--- src/rtl/sap1_pkg.sv ---
// Shared constants and types for the SAP-1 controller-sequencer:
// opcodes, one-hot T-state encodings and the control word layout.
package sap1_pkg;

  localparam logic [3:0] OPC_LDA = 4'b0000;
  localparam logic [3:0] OPC_ADD = 4'b0001;
  localparam logic [3:0] OPC_SUB = 4'b0010;
  localparam logic [3:0] OPC_OUT = 4'b1110;
  localparam logic [3:0] OPC_HLT = 4'b1111;

  localparam logic [5:0] T_IDLE = 6'b000000;
  localparam logic [5:0] T1     = 6'b000001;
  localparam logic [5:0] T2     = 6'b000010;
  localparam logic [5:0] T3     = 6'b000100;
  localparam logic [5:0] T4     = 6'b001000;
  localparam logic [5:0] T5     = 6'b010000;
  localparam logic [5:0] T6     = 6'b100000;

  typedef struct packed {
    logic cp;
    logic ep;
    logic lm;
    logic ce;
    logic li;
    logic ei;
    logic la;
    logic ea;
    logic su;
    logic eu;
    logic lb;
    logic lo;
  } ctrl_word_t;

endpackage

--- src/rtl/control_sequencer_ring_counter.sv ---
// One-hot T-state ring: IDLE -> T1 -> ... -> T6 -> T1, stepping only when
// advance is high and freeze is low.
module ring_counter
  import sap1_pkg::*;
#(
  parameter int RING_LEN = 6
) (
  input  logic       clk,
  input  logic       rst_n,
  input  logic       advance,
  input  logic       freeze,
  output logic [5:0] t_state
);

  if (RING_LEN != 6) begin : g_len_check
    $error("ring_counter: RING_LEN must be 6");
  end

  logic [5:0] t_state_d;
  logic [5:0] t_state_q;

  always_comb begin
    t_state_d = t_state_q;
    if (advance && !freeze) begin
      if (t_state_q == T_IDLE || t_state_q == T6) t_state_d = T1;
      else                                        t_state_d = t_state_q << 1;
    end
  end

  always_ff @(posedge clk or negedge rst_n) begin
    if (!rst_n) t_state_q <= T_IDLE;
    else        t_state_q <= t_state_d;
  end

  assign t_state = t_state_q;

endmodule

--- src/rtl/control_sequencer.sv ---
// SAP-1 controller-sequencer: T-state ring plus opcode decode into the
// per-state control word, and the sticky HLT flag.
module control_sequencer
  import sap1_pkg::*;
#(
  parameter int OPC_W    = 4,
  parameter int RING_LEN = 6
) (
  input  logic             clk,
  input  logic             rst_n,
  input  logic             run,
  input  logic             step,
  input  logic [OPC_W-1:0] opcode,
  output logic [5:0]       t_state,
  output logic             cp,
  output logic             ep,
  output logic             lm,
  output logic             ce,
  output logic             li,
  output logic             ei,
  output logic             la,
  output logic             ea,
  output logic             su,
  output logic             eu,
  output logic             lb,
  output logic             lo,
  output logic             halted
);

  logic       advance;
  logic       hlt_at_t4;
  logic       halted_d;
  logic       halted_q;
  ctrl_word_t ctrl;

  assign advance   = run | step;
  assign hlt_at_t4 = (t_state == T4) && (opcode == OPC_W'(OPC_HLT));
  // HLT latches on the edge that would otherwise have left T4, so the ring
  // never moves past T4 for a halt instruction.
  assign halted_d  = halted_q | (hlt_at_t4 & advance);

  ring_counter #(.RING_LEN(RING_LEN)) u_ring (
    .clk     (clk),
    .rst_n   (rst_n),
    .advance (advance),
    .freeze  (halted_q | hlt_at_t4),
    .t_state (t_state)
  );

  always_ff @(posedge clk or negedge rst_n) begin
    if (!rst_n) halted_q <= 1'b0;
    else        halted_q <= halted_d;
  end

  always_comb begin
    ctrl = '0;
    if (!halted_q) begin
      case (t_state)
        T1: begin ctrl.ep = 1'b1; ctrl.lm = 1'b1; end
        T2: ctrl.cp = 1'b1;
        T3: begin ctrl.ce = 1'b1; ctrl.li = 1'b1; end
        T4: begin
          if (opcode == OPC_W'(OPC_LDA) || opcode == OPC_W'(OPC_ADD) ||
              opcode == OPC_W'(OPC_SUB)) begin
            ctrl.ei = 1'b1; ctrl.lm = 1'b1;
          end else if (opcode == OPC_W'(OPC_OUT)) begin
            ctrl.ea = 1'b1; ctrl.lo = 1'b1;
          end
        end
        T5: begin
          if (opcode == OPC_W'(OPC_LDA)) begin
            ctrl.ce = 1'b1; ctrl.la = 1'b1;
          end else if (opcode == OPC_W'(OPC_ADD) || opcode == OPC_W'(OPC_SUB)) begin
            ctrl.ce = 1'b1; ctrl.lb = 1'b1;
          end
        end
        T6: begin
          if (opcode == OPC_W'(OPC_ADD) || opcode == OPC_W'(OPC_SUB)) begin
            ctrl.eu = 1'b1; ctrl.la = 1'b1;
            ctrl.su = (opcode == OPC_W'(OPC_SUB));
          end
        end
        default: ctrl = '0;
      endcase
    end
  end

  assign cp     = ctrl.cp;
  assign ep     = ctrl.ep;
  assign lm     = ctrl.lm;
  assign ce     = ctrl.ce;
  assign li     = ctrl.li;
  assign ei     = ctrl.ei;
  assign la     = ctrl.la;
  assign ea     = ctrl.ea;
  assign su     = ctrl.su;
  assign eu     = ctrl.eu;
  assign lb     = ctrl.lb;
  assign lo     = ctrl.lo;
  assign halted = halted_q;

endmodule

--- config.mk ---
export PLATFORM = sky130hd
export DESIGN_NAME = control_sequencer
export DESIGN_NICKNAME = d
export VERILOG_FILES = /design/src/rtl/sap1_pkg.sv /design/src/rtl/control_sequencer_ring_counter.sv /design/src/rtl/control_sequencer.sv
export SDC_FILE = /design/constraint.sdc
export NUM_CORES = 1
export LEC_CHECK = 0
export BUFFER_PORTS_ARGS = -buffer_cell sky130_fd_sc_hd__buf_2
export CAP_MARGIN = 0
export CORE_AREA = 5 5 43 45
export DETAILED_ROUTE_END_ITERATION = 12
export DIE_AREA = 0 0 48 50
export PLACE_DENSITY = 0.73
export SLEW_MARGIN = 20
export SYNTH_ARGS = -nofsm -noshare
export SYNTH_HDL_FRONTEND = slang
export SYNTH_SLANG_ARGS = --single-unit
--- constraint.sdc ---
create_clock -name clk -period 1.1 [get_ports clk]
set_input_delay 0.055 -clock clk [delete_from_list [all_inputs] [get_ports clk]]
set_output_delay 0.055 -clock clk [all_outputs]
set_load 0.05 [all_outputs]
==> metrics.cfg, run 1 <==
[outcome]
run_status=finished with violations
violations=negative setup slack

[grt]
grt.total_usage_pct=19.3
grt_pass1_wl_um=3320
grt_pass1_vias=737
grt_max_degree=8
grt_overflow=0
antenna_found_initial=0

[synth]
dominantRegCellSynth=dfrtp_1
synth_top_area_cell=dfrtp_1
yosys-top-cells-area=dfrtp_1 (35%), mux2_2 (6.8%), nand2b_1 (5.0%)
synth.most_common_cell=dfrtp_1
synth_seq_area_share_pct=35.2
synth_edf_count=0
async_flop_share_pct=100
syn_nets=61
netlist.area_leader.share_pct=35.2
syn_area_per_cell_sq_um=9.40
syn-cell-area_sq_um=498
yosys_warnings=0
synthTopCellsByCount=dfrtp_1 (7), nand2_1 (5), nor3_1 (5)
ys_ff_latch=7
synth_cell_type_count=29
synthCells=53

[finish]
syn2layout_area_growth_pct=156
final-seq-area_sq_um=184
num-fill-cells=76
num_antenna_cells=0
drive_gt1_share_pct=83.9
final_area_sq_mm=0.00127
layout.nets=127
multi_input_area_sq_um=498

[min_path]
min_path_type=input port to asynchronous set/reset pin

[worst_setup_path]
required_ns=1.04
crit_type=flop to output port
r2r_start=u_ring.t_state[1]
worstSetupStartpoint=u_ring.t_state[1]
cp-start-kind=flop
end_kind=output port
arrival_ns=1.64
critical_path_peak_fanout=3

[timing]
rsz0062_at_grt=true
fin_skew_ns=0.00406
relSlewSlack_pct=78.9
fmax_ghz=0.590
holdWs_ns=0.166
report.final.slew_viol_count=0
tightestPinTransition_ns=0.315
setup_ws_ns=-0.594
hold_violations=0
fin_crit_ns=1.69
setup_viol=20
period_share_pct=154

[detailed_routing]
vias_per_cell=5.28
drtIter0Drc=16
detail-route-antenna-nets=0
firstDrtPassIters=4
dr_total_vias=708
wl_per_cell_um=17.6
wirelength_um=2360
drc=0

[die]
core_sq_mm=0.00144
die_h_um=50
die_w_um=48
start_util_pct=34.7
core.rowCount=14
io_pins=27
die-area_sq_mm=0.00240

[placement]
gp_congestion=0.732
port_buffers=26
dpl-instance-area_sq_um=943
dp_hpwl_um=1430

[clocking]
cts_buffer_depth=2
cts_tree=done
cts-htree-levels=1
cts_sinks=7
clk_pin_slew_worst_paths_ns=0.05
insertion_delay_ns=0.25
cts_buffers=3
root_buffer=clkbuf_4

[power]
ir_drop_mv=2.18
p_per_area_mw_per_mm2=2720
cellLeakagePower_nw=0.583

[run]
cap_violations=0

## report_power, final
part,internal [mW],switching (mW),total (mW)
registers,0.379,0.150,0.529
clock network,0.138,0.0937,0.232
logic,1.24,1.47,2.71
## flip-flops by register name, indices dropped and copies added, names as in the netlist
signal          flops
halted              1
u_ring.t_state      6
## metal layers
layer / up-vias / part of all wire (%) / track usage, %
met3: 8 / 3.8 / 1.09
met5: - / 0 / 0
met1: 339 / 36 / 20.9
li1: 332 / - / -
met4: 0 / 4.3 / 8.07
met2: 29 / 56 / 35.9
## kinds of logic after synthesis
kind of cell	after synthesis	share of synthesized area, %
simple gates	31	39.4
xor+xnor	1	1.76
buf+inv	3	3.02
compound gates	8	13.8
mux	3	6.78
flops	7	35.2
## placed cells by master, fill, tap and decap left out, types with 2 or more instances in the layout
| cell type | n |
|---|---|
| nor2_4 | 3 |
| buf_2 | 7 |
| clkbuf_4 | 3 |
| nand2b_1 | 2 |
| nand2b_4 | 2 |
| nor2_1 | 2 |
| buf_4 | 32 |
| dfrtp_2 | 7 |
| buf_8 | 2 |
| nand2_1 | 4 |
| inv_1 | 2 |
| o21bai_4 | 2 |
| and2_1 | 2 |
| buf_6 | 18 |
| mux2_2 | 2 |
| nor3_4 | 5 |
## final cells by class
class / count / area share [%]
well taps: 16 / 1.57
flip-flops and latches: 7 / 14.4
inverters: 2 / 0.589
clock buffers: 4 / 2.06
multi-input cells: 44 / 39.1
repair buffers: 61 / 42.2
## final timing paths
kind                                      to  slack [ns]  cells after the start
max                                       lo       -0.59                      4
min                        u_ring.t_state[3]        0.17                      2
max reg2reg                u_ring.t_state[3]       -0.50                      6
min reg2reg                u_ring.t_state[0]        0.67                      2
max in group asynchronous             halted        0.76                      2
min in group clk                      halted        0.20                      3
## per-stage QoR
stage / total power [mW] / setup WS [ns] / cells / utilization [%] / TNS (ns)
global placement: 2.47 / -0.357 / 117 / 65.7 / -3.97
CTS: 3.19 / -0.558 / 129 / 83.5 / -6.94
floorplan: 1.76 / -0.702 / 53 / - / -6.52
detailed placement: 2.52 / -0.389 / 117 / 65.7 / -4.31
finish: 3.47 / -0.594 / 134 / 88.7 / -7.98
global route: 3.64 / -0.704 / 134 / 88.7 / -9.48
## worst max-delay path, cell delays in order, from the launching register on
cell,delay [ns]
dfrtp_2,0.43
nor4b_4,0.38
nand3_2,0.15
nor3_4,0.23
buf_6,0.19
## repair_timing
| item | 4_1_cts | 5_1_grt |
|---|---|---|
| gates cloned | 1 | 0 |
| hold endpoints to repair | 7 | 0 |
| resized for setup | 45 | 12 |
| buffers inserted | 6 | 6 |
| setup endpoints to repair | 20 | 25 |
| hold buffers | 1 | 0 |
| pin swaps | 8 | 5 |
(Power assumes the default switching activity.)
==> inputs of run 2 (changes only) <==
--- a/config.mk
+++ b/config.mk
@@ -11,6 +11,7 @@
 export DETAILED_ROUTE_END_ITERATION = 12
 export DIE_AREA = 0 0 48 50
 export PLACE_DENSITY = 0.73
+export SKIP_CTS_REPAIR_TIMING = 1
 export SLEW_MARGIN = 20
 export SYNTH_ARGS = -nofsm -noshare
 export SYNTH_HDL_FRONTEND = slang
==> metrics.cfg, run 2 (synthesis results as in run 1) <==
[outcome]
run_status=finished with violations  ; unchanged
violations=negative setup slack  ; unchanged

[worst_setup_path]
cp-start-kind=flop  ; unchanged
worst-path-buf-inv=1  ; unchanged
critPathSlowestCell=dfrtp_2  ; unchanged
required_ns=1.04  ; about the same
arrival_ns=1.63  ; was 1.64 ns
end_kind=output port  ; unchanged
critical_path_peak_fanout=4  ; was 3
crit_type=flop to output port  ; unchanged
slowest_delay_ns=0.44  ; was 0.43 ns
crit_chain=nor4b_4, and4b_2, a41o_2, buf_8  ; was nor4b_4, nand3_2, nor3_4, buf_6
cp_top_family=simple AND/OR/NAND/NOR gates  ; unchanged

[timing]
rsz0062_at_grt=true  ; unchanged
setup_viol=19  ; was 20
holdWs_ns=0.143  ; was 0.166 ns
report.final.slew_viol_count=0  ; unchanged
fin_crit_ns=1.68  ; was 1.69 ns
fmax_ghz=0.594  ; was 0.590 GHz
setup_ws_ns=-0.584  ; was -0.594 ns
relSlewSlack_pct=79.9  ; was 78.9%
period_share_pct=153  ; was 154%
tightestPinTransition_ns=0.300  ; was 0.315 ns
hold_violations=0  ; unchanged
fin_skew_ns=0.00230  ; was 0.00406 ns

[finish]
final_cell_mix=buf_4 (30), buf_6 (11), dfrtp_2 (7), buf_2 (7), nor3_4 (5)  ; was buf_4 (32), buf_6 (18), dfrtp_2 (7), buf_2 (7), nor3_4 (5)
drive_gt1_share_pct=82.9  ; was 83.9%
syn2layout_area_growth_pct=140  ; was 156%
largest_register_ff_count=6  ; unchanged
final_common_cell=buf_4  ; unchanged
final_util_pct=83.3  ; was 88.7%
num_antenna_cells=0  ; unchanged
layout.nets=120  ; was 127

[detailed_routing]
firstDrtPassIters=4  ; unchanged
wirelength_um=1990  ; was 2360 um
drc=0  ; unchanged
drtIter0Drc=7  ; was 16
wl_per_cell_um=15.7  ; was 17.6 um
vias_per_cell=5.20  ; was 5.28
detail-route-antenna-nets=0  ; unchanged
dr_total_vias=660  ; was 708

[power]
totalPowerFinal_mw=3.29  ; was 3.47 mW
ir_drop_mv=2.09  ; was 2.18 mV
p_per_area_mw_per_mm2=2750  ; was 2720 mW/mm^2
cellLeakagePower_nw=0.544  ; was 0.583 nW

[clocking]
cts_buffer_depth=2  ; unchanged
insertion_delay_ns=0.25  ; about the same
cts_tree=done  ; unchanged
root_buffer=clkbuf_4  ; unchanged
clk_pin_slew_worst_paths_ns=0.05  ; about the same
cts_sinks=7  ; unchanged
cts_buffers=3  ; unchanged
cts-htree-levels=1  ; unchanged

[placement]
gp_congestion=0.732  ; unchanged
dp_hpwl_um=1430  ; unchanged
port_buffers=26  ; unchanged

[run]
cap_violations=0  ; unchanged

[grt]
grt_pass1_wl_um=2510  ; was 3320 um
grt_max_degree=10  ; was 8
grt.total_usage_pct=15.0  ; was 19.3%
antenna_found_initial=0  ; unchanged
grt_overflow=0  ; unchanged
grt_pass1_vias=615  ; was 737

[die]
core.rowCount=14  ; unchanged
start_util_pct=34.7  ; unchanged
die-area_sq_mm=0.00240  ; unchanged
die_w_um=48  ; unchanged
die_h_um=50  ; unchanged
io_pins=27  ; unchanged
core_sq_mm=0.00144  ; unchanged

[min_path]
min_path_type=input port to flop  ; was input port to asynchronous set/reset pin

-- run 2: worst paths after layout --
| kind | startpoint | to | slack, ns | cells after the start |
|---|---|---|---|---|
| min | run | halted | 0.14 | 3 |
| max in group asynchronous | rst_n | halted | 0.76 | 2 |
| max | u_ring.t_state[4] | lm | -0.58 | 4 |
| min in group asynchronous | rst_n | u_ring.t_state[1] | 0.16 | 2 |
| max reg2reg | u_ring.t_state[4] | u_ring.t_state[3] | -0.23 | 4 |
| min reg2reg | halted | halted | 0.67 | 2 |
-- run 2: layout make-up --
type | instances | area, sq um
Timing Repair Buffer | 54 | 467
Inverter | 2 | 7.51
Sequential cell | 7 | 184
Multi-Input combinational cell | 44 | 492
Fill cell | 90 | 240
Tap cell | 16 | 20.0
Clock buffer | 4 | 26.3
-- run 2: worst register-to-register path: stages (launching register included) --
cell	delay, ns
dfrtp_2	0.44
nor4b_4	0.37
nand3_2	0.15
buf_4	0.16
o221ai_2	0.12
-- run 2: report_power, final --
part | switching, mW | internal (mW) | leakage [nW]
logic | 1.39 | 1.13 | 0.447
registers | 0.157 | 0.379 | 0.0817
clock network | 0.0914 | 0.138 | 0.0150
-- run 2: through the flow --
step           cells  setup TNS [ns]  setup slack [ns]  instance area, sq um
2_1_floorplan     53           -6.52            -0.702                   619
3_3_place_gp     117           -3.97            -0.357                   943
3_5_place_dp     117           -4.31            -0.389                   943
4_1_cts          121           -7.70            -0.664                   970
5_1_grt          127           -7.70            -0.687                  1200
6_report         127           -6.44            -0.584                  1200
-- run 2: per-layer routing --
layer  part of all wire [%]  up-vias  global-route usage (%)  routed length, um
met5                      0        -                       0                  0
met4                    3.3        0                    8.07                 65
met3                    3.7        6                    1.09                 74
met2                     60       21                    29.3               1200
met1                     33      317                    13.6                649
li1                       -      316                       -                  -
==> inputs of run 3 (changes only) <==
--- a/config.mk
+++ b/config.mk
@@ -6,7 +6,7 @@
 export NUM_CORES = 1
 export LEC_CHECK = 0
 export BUFFER_PORTS_ARGS = -buffer_cell sky130_fd_sc_hd__buf_2
-export CAP_MARGIN = 0
+export CAP_MARGIN = 10
 export CORE_AREA = 5 5 43 45
 export DETAILED_ROUTE_END_ITERATION = 12
 export DIE_AREA = 0 0 48 50
==> constraint.sdc (replaced) <==
create_clock -name clk -period 1.4 [get_ports clk]
set_input_delay 0.07 -clock clk [delete_from_list [all_inputs] [get_ports clk]]
set_output_delay 0.07 -clock clk [all_outputs]
set_load 0.05 [all_outputs]
==> metrics.cfg, run 3 (synthesis results as in run 1) <==
[detailed_routing]
wl_per_cell_um=13.2  ; was 15.7 um
drc=0  ; unchanged
wirelength_um=1540  ; was 1990 um
vias_per_cell=5.01  ; was 5.20
drtIter0Drc=11  ; was 7
firstDrtPassIters=4  ; unchanged
detail-route-antenna-nets=0  ; unchanged
dr_total_vias=586  ; was 660

[worst_setup_path]
worst-path-buf-inv=1  ; unchanged
cp_top_family=simple AND/OR/NAND/NOR gates  ; unchanged
end_kind=output port  ; unchanged
cp-start-kind=flop  ; unchanged
critPathSlowestCell=dfrtp_2  ; unchanged
crit_type=flop to output port  ; unchanged
required_ns=1.33  ; was 1.04 ns
arrival_ns=1.59  ; was 1.63 ns
crit_chain=nor4b_4, and4b_2, a41o_2, buf_6  ; was nor4b_4, and4b_2, a41o_2, buf_8
critical_path_peak_fanout=4  ; unchanged
slowest_delay_ns=0.44  ; about the same

[timing]
fin_crit_ns=1.66
fin_skew_ns=0.0000642  ; was 0.00230 ns
period_share_pct=119
relSlewSlack_pct=59.3  ; was 79.9%
holdWs_ns=0.116  ; was 0.143 ns
setup_viol=12  ; was 19
rsz0062_at_grt=true  ; unchanged
report.final.slew_viol_count=0  ; unchanged
fmax_ghz=0.601
hold_violations=0  ; unchanged
tightestPinTransition_ns=0.606  ; was 0.300 ns
tns_ns=-1.92  ; was -6.44 ns
setup_ws_ns=-0.264  ; was -0.584 ns

[die]
core.rowCount=14  ; unchanged
die_h_um=50  ; unchanged
core_sq_mm=0.00144  ; unchanged
die_w_um=48  ; unchanged
start_util_pct=34.7  ; unchanged
die-area_sq_mm=0.00240  ; unchanged
io_pins=27  ; unchanged

[placement]
gp_congestion=0.740  ; was 0.732
dpl-instance-area_sq_um=883  ; was 943 sq um
port_buffers=26  ; unchanged
dp_hpwl_um=1300  ; was 1430 um

[finish]
largest_register_ff_count=6  ; unchanged
num_antenna_cells=0  ; unchanged
drive_gt1_share_pct=79.2  ; was 82.9%
syn2layout_area_growth_pct=110  ; was 140%
layout.nets=110  ; was 120
final_area_sq_mm=0.00105  ; was 0.00120 sq mm
num-fill-cells=105  ; was 90
final_cell_mix=buf_4 (17), buf_2 (14), buf_6 (11)  ; was buf_4 (30), buf_6 (11), dfrtp_2 (7), buf_2 (7), nor3_4 (5)
final_common_cell=buf_4  ; unchanged

[power]
ir_drop_mv=1.30  ; was 2.09 mV
totalPowerFinal_mw=2.22  ; was 3.29 mW
cellLeakagePower_nw=0.478  ; was 0.544 nW
p_per_area_mw_per_mm2=2120  ; was 2750 mW/mm^2

[grt]
grt.total_usage_pct=14.1  ; was 15.0%
grt_pass1_vias=584  ; was 615
antenna_found_initial=0  ; unchanged
grt_pass1_wl_um=2440  ; was 2510 um
grt_max_degree=10  ; unchanged
grt_overflow=0  ; unchanged

[outcome]
violations=negative setup slack  ; unchanged
run_status=finished with violations  ; unchanged

[min_path]
min_path_type=input port to flop  ; unchanged

[clocking]
root_buffer=clkbuf_4  ; unchanged
cts_buffer_depth=2  ; unchanged
cts_buffers=3  ; unchanged
cts_sinks=7  ; unchanged
clk_pin_slew_worst_paths_ns=0.05  ; about the same
insertion_delay_ns=0.25  ; about the same
cts_tree=done  ; unchanged
cts-htree-levels=1  ; unchanged

[run]
cap_violations=0  ; unchanged

[run 3: through the flow]
stage          cells  setup WS (ns)  utilization [%]
4_1_cts          114         -0.338             63.3
3_5_place_dp     110        -0.0653             61.5
2_1_floorplan     53         -0.417                -
5_1_grt          117         -0.357             72.9
6_report         117         -0.264             72.9
3_3_place_gp     110        -0.0580             61.5
[run 3: worst register-to-register path, stage by stage (launching register included)]
cell,delay [ns]
dfrtp_2,0.44
nor4b_4,0.34
nand4_1,0.17
a22o_1,0.23
[run 3: final cells by class]
| class | count | area, sq um | share of cell area (%) |
|---|---|---|---|
| multi-input cells | 43 | 443 | 42.3 |
| inverters | 2 | 7.51 | 0.717 |
| flip-flops and latches | 7 | 184 | 17.6 |
| well taps | 16 | 20.0 | 1.91 |
| clock buffers | 4 | 26.3 | 2.51 |
| repair buffers | 45 | 367 | 35.0 |
[run 3: worst paths after layout]
path / start / to / slack, ns / cells past startpoint
setup / recovery: u_ring.t_state[4] / lm / -0.26 / 4
hold / removal: run / halted / 0.12 / 3
setup reg to reg: u_ring.t_state[4] / u_ring.t_state[4] / 0.11 / 3
hold reg to reg: u_ring.t_state[3] / u_ring.t_state[3] / 0.62 / 3
max in group asynchronous: rst_n / halted / 1.05 / 2
min in group asynchronous: rst_n / u_ring.t_state[1] / 0.18 / 2
[run 3: per-layer routing]
metal | track usage, % | part of all wire [%] | up-vias
met5 | 0 | 0 | -
met4 | 8.07 | 1.6 | 0
met2 | 25.6 | 55 | 19
met3 | 1.82 | 4.6 | 4
li1 | - | - | 292
met1 | 14.0 | 39 | 271
[run 3: report_power, final]
part	internal (mW)	switching, mW	leakage, nW	total, mW
combinational	0.678	0.980	0.381	1.66
clock	0.108	0.0682	0.0150	0.177
sequential	0.297	0.0928	0.0817	0.390
